## src/rtl/mmu_pkg.sv

```systemverilog
// mmu_pkg: shared encodings, context record and FSM states for the MMU context sequencer
package mmu_pkg;
   localparam int NUM_CTX_DEF = 4;
   localparam logic [3:0] RS_CR0 = 4'd0;
   localparam logic [3:0] RS_AR0 = 4'd1;
   localparam logic [3:0] RS_AR1 = 4'd2;
   localparam logic [3:0] RS_AR2 = 4'd3;
   localparam logic [3:0] RS_AR3 = 4'd4;
   localparam logic [2:0] FLD_LAST = 3'd4;
   typedef enum logic [2:0] {
      ST_IDLE,
      ST_REQBUS,
      ST_SETUP,
      ST_STROBE,
      ST_HOLD,
      ST_DONE
   } state_t;
   typedef struct packed {
      logic [3:0]      mask;
      logic [3:0][6:0] page;
   } ctx_t;
   // field counter walks ar0..ar3 first so the enable mask in cr0 lands last
   function automatic logic [3:0] fld_rs(input logic [2:0] f);
      return f == 3'd0 ? RS_AR0 : f == 3'd1 ? RS_AR1 : f == 3'd2 ? RS_AR2 : f == 3'd3 ? RS_AR3 : RS_CR0;
   endfunction
   function automatic logic [7:0] fld_data(input ctx_t c, input logic [2:0] f);
      return f == FLD_LAST ? {4'b0, c.mask} : {1'b0, c.page[f[1:0]]};
   endfunction
endpackage

```

## src/rtl/mmu_ctx_seq_if.sv

```systemverilog
// mmu_ctx_seq_if: config, switch handshake, CPU bus hold and MMU write-port signals
interface mmu_ctx_seq_if;
   logic       cfg_we;
   logic [1:0] cfg_ctx;
   logic [2:0] cfg_sel;
   logic [6:0] cfg_data;
   logic       sw_req;
   logic [1:0] sw_ctx;
   logic       sw_ack;
   logic       sw_done;
   logic       busy;
   logic [1:0] cur_ctx;
   logic       bus_req;
   logic       bus_grant;
   logic       mmu_en_n;
   logic       wr_n;
   logic [3:0] rs;
   logic [7:0] data_out;
   modport slave (
      input  cfg_we, cfg_ctx, cfg_sel, cfg_data, sw_req, sw_ctx, bus_grant,
      output sw_ack, sw_done, busy, cur_ctx, bus_req, mmu_en_n, wr_n, rs, data_out
   );
   modport master (
      output cfg_we, cfg_ctx, cfg_sel, cfg_data, sw_req, sw_ctx, bus_grant,
      input  sw_ack, sw_done, busy, cur_ctx, bus_req, mmu_en_n, wr_n, rs, data_out
   );
endinterface

```

## src/rtl/mmu_ctx_table.sv

```systemverilog
// mmu_ctx_table: per-context mask/page storage, one field write port and one whole-context read port
module mmu_ctx_table
   import mmu_pkg::*;
#(
   parameter int NUM_CTX = NUM_CTX_DEF
) (
   input  logic       clk,
   input  logic       reset,
   input  logic       we_i,
   input  logic [1:0] waddr_i,
   input  logic [2:0] wsel_i,
   input  logic [6:0] wdata_i,
   input  logic [1:0] raddr_i,
   output ctx_t       rdata_o
);
   ctx_t tbl_q [NUM_CTX];
   // field write: sel 0 is the mask, 1..4 map to page0..3, 5..7 are dropped
   always_ff @(posedge clk) begin
      if (reset) begin
         for (int i = 0; i < NUM_CTX; i++) tbl_q[i] <= '0;
      end else if (we_i && int'(waddr_i) < NUM_CTX) begin
         if (wsel_i == 3'd0) tbl_q[waddr_i].mask <= wdata_i[3:0];
         else if (wsel_i <= 3'd4) tbl_q[waddr_i].page[wsel_i[1:0] - 2'd1] <= wdata_i;
      end
   end
   assign rdata_o = int'(raddr_i) < NUM_CTX ? tbl_q[raddr_i] : '0;
endmodule

```

## src/rtl/mmu_ctx_seq.sv

```systemverilog
// mmu_ctx_seq: holds the CPU bus and replays a snapshotted context into the MMU register port
module mmu_ctx_seq
   import mmu_pkg::*;
#(
   parameter int NUM_CTX = NUM_CTX_DEF
) (
   input logic          clk,
   input logic          reset,
   mmu_ctx_seq_if.slave io
);
   state_t     state_q;
   logic [2:0] fld_q;
   ctx_t       snap_q;
   logic [1:0] idx_q;
   logic [1:0] cur_q;
   ctx_t       rd;
   logic       accept;
   logic       active;
   mmu_ctx_table #(.NUM_CTX(NUM_CTX)) u_tbl (
      .clk    (clk),
      .reset  (reset),
      .we_i   (io.cfg_we),
      .waddr_i(io.cfg_ctx),
      .wsel_i (io.cfg_sel),
      .wdata_i(io.cfg_data),
      .raddr_i(io.sw_ctx),
      .rdata_o(rd)
   );
   assign accept = state_q == ST_IDLE && io.sw_req && !reset;
   assign active = state_q == ST_SETUP || state_q == ST_STROBE || state_q == ST_HOLD;
   // sequencer: a lost grant in any write phase falls back to REQBUS and retries the same field
   always_ff @(posedge clk) begin
      if (reset) begin
         state_q <= ST_IDLE;
         fld_q   <= '0;
         snap_q  <= '0;
         idx_q   <= '0;
         cur_q   <= '0;
      end else begin
         case (state_q)
            ST_IDLE: if (accept) begin
               snap_q  <= rd;
               idx_q   <= io.sw_ctx;
               fld_q   <= '0;
               state_q <= ST_REQBUS;
            end
            ST_REQBUS: if (io.bus_grant) state_q <= ST_SETUP;
            ST_SETUP:  state_q <= io.bus_grant ? ST_STROBE : ST_REQBUS;
            ST_STROBE: state_q <= io.bus_grant ? ST_HOLD : ST_REQBUS;
            ST_HOLD: begin
               if (!io.bus_grant) state_q <= ST_REQBUS;
               else if (fld_q == FLD_LAST) state_q <= ST_DONE;
               else begin
                  fld_q   <= fld_q + 3'd1;
                  state_q <= ST_SETUP;
               end
            end
            ST_DONE: begin
               cur_q   <= idx_q;
               state_q <= ST_IDLE;
            end
            default: state_q <= ST_IDLE;
         endcase
      end
   end
   assign io.sw_ack   = accept;
   assign io.sw_done  = state_q == ST_DONE;
   assign io.busy     = state_q != ST_IDLE;
   assign io.bus_req  = active || state_q == ST_REQBUS;
   assign io.cur_ctx  = cur_q;
   assign io.mmu_en_n = !(io.bus_grant && (state_q == ST_SETUP || state_q == ST_STROBE));
   assign io.wr_n     = !(io.bus_grant && state_q == ST_STROBE);
   assign io.rs       = active ? fld_rs(fld_q) : RS_CR0;
   assign io.data_out = active ? fld_data(snap_q, fld_q) : 8'd0;
endmodule
```

## src/flat_wrapper.sv

```systemverilog
// flat-port wrapper written by rule: the top's interface ports become plain ports
module mmu_ctx_seq_flat import mmu_pkg::*;
#(
   parameter int NUM_CTX = NUM_CTX_DEF
)
  (clk, reset, io_cfg_we, io_cfg_ctx, io_cfg_sel, io_cfg_data, io_sw_req, io_sw_ctx, io_bus_grant, io_sw_ack, io_sw_done, io_busy, io_cur_ctx, io_bus_req, io_mmu_en_n, io_wr_n, io_rs, io_data_out);
  mmu_ctx_seq_if io_i ();
  input logic clk;
  input logic reset;
  input wire logic [$bits(io_i.cfg_we)-1:0] io_cfg_we;
  input wire logic [$bits(io_i.cfg_ctx)-1:0] io_cfg_ctx;
  input wire logic [$bits(io_i.cfg_sel)-1:0] io_cfg_sel;
  input wire logic [$bits(io_i.cfg_data)-1:0] io_cfg_data;
  input wire logic [$bits(io_i.sw_req)-1:0] io_sw_req;
  input wire logic [$bits(io_i.sw_ctx)-1:0] io_sw_ctx;
  input wire logic [$bits(io_i.bus_grant)-1:0] io_bus_grant;
  output wire logic [$bits(io_i.sw_ack)-1:0] io_sw_ack;
  output wire logic [$bits(io_i.sw_done)-1:0] io_sw_done;
  output wire logic [$bits(io_i.busy)-1:0] io_busy;
  output wire logic [$bits(io_i.cur_ctx)-1:0] io_cur_ctx;
  output wire logic [$bits(io_i.bus_req)-1:0] io_bus_req;
  output wire logic [$bits(io_i.mmu_en_n)-1:0] io_mmu_en_n;
  output wire logic [$bits(io_i.wr_n)-1:0] io_wr_n;
  output wire logic [$bits(io_i.rs)-1:0] io_rs;
  output wire logic [$bits(io_i.data_out)-1:0] io_data_out;
  assign io_i.cfg_we = io_cfg_we;
  assign io_i.cfg_ctx = io_cfg_ctx;
  assign io_i.cfg_sel = io_cfg_sel;
  assign io_i.cfg_data = io_cfg_data;
  assign io_i.sw_req = io_sw_req;
  assign io_i.sw_ctx = io_sw_ctx;
  assign io_i.bus_grant = io_bus_grant;
  assign io_sw_ack = io_i.sw_ack;
  assign io_sw_done = io_i.sw_done;
  assign io_busy = io_i.busy;
  assign io_cur_ctx = io_i.cur_ctx;
  assign io_bus_req = io_i.bus_req;
  assign io_mmu_en_n = io_i.mmu_en_n;
  assign io_wr_n = io_i.wr_n;
  assign io_rs = io_i.rs;
  assign io_data_out = io_i.data_out;
  mmu_ctx_seq #(.NUM_CTX(NUM_CTX)) u_core (.clk(clk), .reset(reset), .io(io_i));
endmodule
```

## config.mk

```make
export PLATFORM = sky130hd
export DESIGN_NAME = mmu_ctx_seq_flat
export DESIGN_NICKNAME = d
export VERILOG_FILES = /design/src/rtl/mmu_pkg.sv /design/src/rtl/mmu_ctx_seq_if.sv /design/src/rtl/mmu_ctx_table.sv /design/src/rtl/mmu_ctx_seq.sv /design/src/flat_wrapper.sv
export SDC_FILE = /design/constraint.sdc
export NUM_CORES = 1
export LEC_CHECK = 0
export CORE_MARGIN = 10
export CORE_UTILIZATION = 45
export CTS_CLUSTER_SIZE = 8
export DETAILED_ROUTE_END_ITERATION = 8
export GPL_TIMING_DRIVEN = 0
export SLEW_MARGIN = 5
export SYNTH_ARGS = -nofsm -noshare
export SYNTH_HDL_FRONTEND = slang
export SYNTH_SLANG_ARGS = --single-unit
```

## constraint.sdc

```tcl
create_clock -name clk -period 5.1 [get_ports clk]
set_input_delay 0.51 -clock clk [delete_from_list [all_inputs] [get_ports clk]]
set_output_delay 0.51 -clock clk [all_outputs]
set_load 0.005 [all_outputs]
```

==> out/metrics.yaml <==
worst_setup_path:
  cp-end-kind: "register"
  cp-start-kind: "input port"
  worstSetupPathType: "input port to register"
  r2r_start: "u_core.fld_q[0]"
  worst-path-max-fanout: 10
  crit_start: "io_cfg_sel[1]"
  critPathArrivalTime_ns: 3.67
  r2r-end: "u_core.state_q[1]"
  r2r_cells: 6
  cp_data_required_time_ns: 5.14
  r2r_slack_ns: 2.67
yosys:
  synth_seq_cells: 170
  synth-edff-count: 128
  synth_cell_types: 48
  ys_async_sr_fraction: 0
  yosysSeqAreaShare: 0.604
  synthCells: 565
  synthFlopType: "edfxtp_1"
  syn_area_per_cell_um2: 13.7
  syn_area_um2: 7750
  ys_warn_count: 0
floorplanning:
  initial_core_util: 0.462
  core_area_um2: 16800
  die_h_um: 151
  ios: 39
  row_count: 47
  design.die.area_um2: 22900
  die_w_um: 151
timing:
  maxSlewHeadroom: 0.177
  worst_pin_slew_ns: 1.22
  rsz0062_at_grt: "no"
  drv_slew: 0
  hold_viol: 0
  tns_ns: 0
  fin_crit_sh: 0.712
  finalClockSkew_ns: 0.00869
  fin_crit_ns: 3.63
  fmax_mhz: 275
  setup_viol_count_final: 0
  hold_ws_ns: 0.489
clocking:
  htreeDepth: 4
  insertion_delay_ns: 0.43
  clkTransAtPathRegs_ns: 0.06
  clockBufferDepth: 2
  clock_sinks: 170
  cts_root_buf: "clkbuf_16"
  cts-buffers-inserted: 17
  hold_buffers: 0
  post_cts_resize_count: 0
  cts_tree: "yes"
  post_cts_buffers: 0
worst_hold_path:
  hp-start: "u_core.idx_q[0]"
  hold_path.class: "register to register"
  min_path_cells: 1
  min_to: "u_core.idx_q[0]"
power:
  switching_share: 0.224
  seq_power_share: 0.494
  powerDensity_nw_per_um2: 366
  power.leakage_nw: 3.08
  vdd_drop_max_uv: 231
  clkPwrFrac: 0.408
  p_switching_uw: 736
  internal-power_mw: 2.55
  combPwrFrac: 0.098
global_route:
  grt_first_pass_wirelength_um: 30800
  grt_pass1_vias: 5037
  grt_use_total: 0.184
  grt_start_max_net_pins: 17
  antenna_found_initial: 0
  grt_overflow: 0
final_layout:
  layout_common_cells: "edfxtp_1 (128), nor3_1 (82), dfxtp_1 (42)"
  num-nets-final: 643
  n_antenna_cell: 0
  final_common_cell: "edfxtp_1"
  drive_above_1_share: 0.183
  fill_cells: 1425
  area_growth_pct: 15.7
routing:
  dr.first_iter.drc_count: 401
  finalWirelength_um: 20200
  wl_per_cell_um: 23.7
  vias_per_cell: 5.73
  drc_errors: 0
  drtAntennaViolNets: 0
  via_count: 4872
  first_pass_iters: 4
place:
  portBuffers: 33
  place_congestion: 0.856
  post-dp-hpwl_um: 14100
run_status:
  outcome: "complete, no violations"
flow_run:
  drv_cap: 0
## cell type report
class / count / area [µm²] / share of cell area
Inverter: 18 / 67.6 / 0.00754
Clock inverter: 13 / 176 / 0.0197
Sequential cell: 170 / 4680 / 0.522
Timing Repair Buffer: 33 / 330 / 0.0368
Multi-Input combinational cell: 324 / 2740 / 0.305
Buffer: 54 / 267 / 0.0297
Tap cell: 220 / 275 / 0.0307
Clock buffer: 18 / 429 / 0.0479
## synthesized netlist by cell type (2+ instances only)
cell      count  share of area
mux2_4       27          0.052
o32ai_1       2         0.0023
a31o_2        2         0.0023
inv_1        18         0.0087
nor3_1       82          0.053
mux4_2       39           0.11
nand3_1      11         0.0071
a21oi_1       6         0.0039
or2_2         2         0.0016
edfxtp_1    128           0.50
clkbuf_1     38          0.018
a41oi_1       2         0.0023
buf_12        2         0.0052
buf_2         7         0.0045
dfxtp_1      42           0.11
nor2b_1      36          0.029
o21ai_0      14         0.0090
nand3b_1      2         0.0019
buf_1         3         0.0015
and2_1        2         0.0016
nand2b_1      6         0.0048
mux2_2        5         0.0073
nor2_1       32          0.015
nor3b_1       4         0.0039
mux2i_1       2         0.0026
buf_4         2         0.0019
ha_1          6         0.0097
a21o_1        2         0.0019
buf_6         2         0.0029
nand2_1      21          0.010
## how the worst max path moves through the flow
stage                                end  cells past startpoint
4_1_cts        u_core.u_tbl.tbl_q[0][14]                      8
5_1_grt         u_core.u_tbl.tbl_q[1][7]                      8
3_5_place_dp   u_core.u_tbl.tbl_q[0][18]                      8
6_report       u_core.u_tbl.tbl_q[0][16]                      8
2_1_floorplan  u_core.u_tbl.tbl_q[0][14]                      7
3_3_place_gp    u_core.u_tbl.tbl_q[0][9]                      8
## kinds of logic (layout without fill, tap and decap cells)
group           count (synthesis)  in the layout  share of synthesized area
compound gates                 38             38                     0.0318
simple gates                  205            205                      0.135
buf+inv                        72            136                     0.0431
fa+ha+maj                       6              6                    0.00968
mux                            73             73                      0.175
other cells                     1              2                   0.000484
flops                         170            170                      0.604
## state kept, by name, summed over array words and instances, names as in the netlist
signal / cells
u_core.u_tbl.tbl_q: 128
u_core.snap_q: 32
u_core.fld_q: 3
u_core.state_q: 3
u_core.idx_q: 2
u_core.io.cur_ctx: 2
## critical path, stage by stage
cell and delay, ns:
clkdlybuf4s50_1 0.52, nor2_1 0.09, ha_1 0.37, or2_2 0.13, clkbuf_1 0.36, nand3_1 0.29
clkbuf_1 0.35, o21ai_0 1.03
## power by group through the flow
stage / logic (mW) / clock network (mW) / registers (mW)
2_1_floorplan: 0.218 / 0 / 1.63
3_3_place_gp: 0.316 / 0 / 1.65
3_5_place_dp: 0.321 / 0 / 1.65
4_1_cts: 0.323 / 1.35 / 1.62
5_1_grt: 0.344 / 1.40 / 1.63
6_report: 0.321 / 1.34 / 1.62
## stage by stage
stage | utilization | setup WS [ns] | area, µm² | cells | total power, mW
final | 0.535 | 1.47 | 8970 | 850 | 3.28
after CTS | 0.535 | 1.42 | 8970 | 850 | 3.29
after global routing | 0.535 | 1.18 | 8970 | 850 | 3.38
after floorplan | - | 2.47 | 7750 | 566 | 1.85
after global placement | 0.499 | 1.12 | 8360 | 819 | 1.96
after detailed placement | 0.499 | 0.980 | 8360 | 819 | 1.97
## layer usage
layer  vias up  share of wire  global-route usage
met5         -              0                   0
met4         0          0.019              0.0703
met3        27          0.060              0.0358
met2       187           0.50               0.305
met1      2460           0.42               0.232
li1       2198              -                   -
No activity file was read; power rests on OpenSTA's default activity.
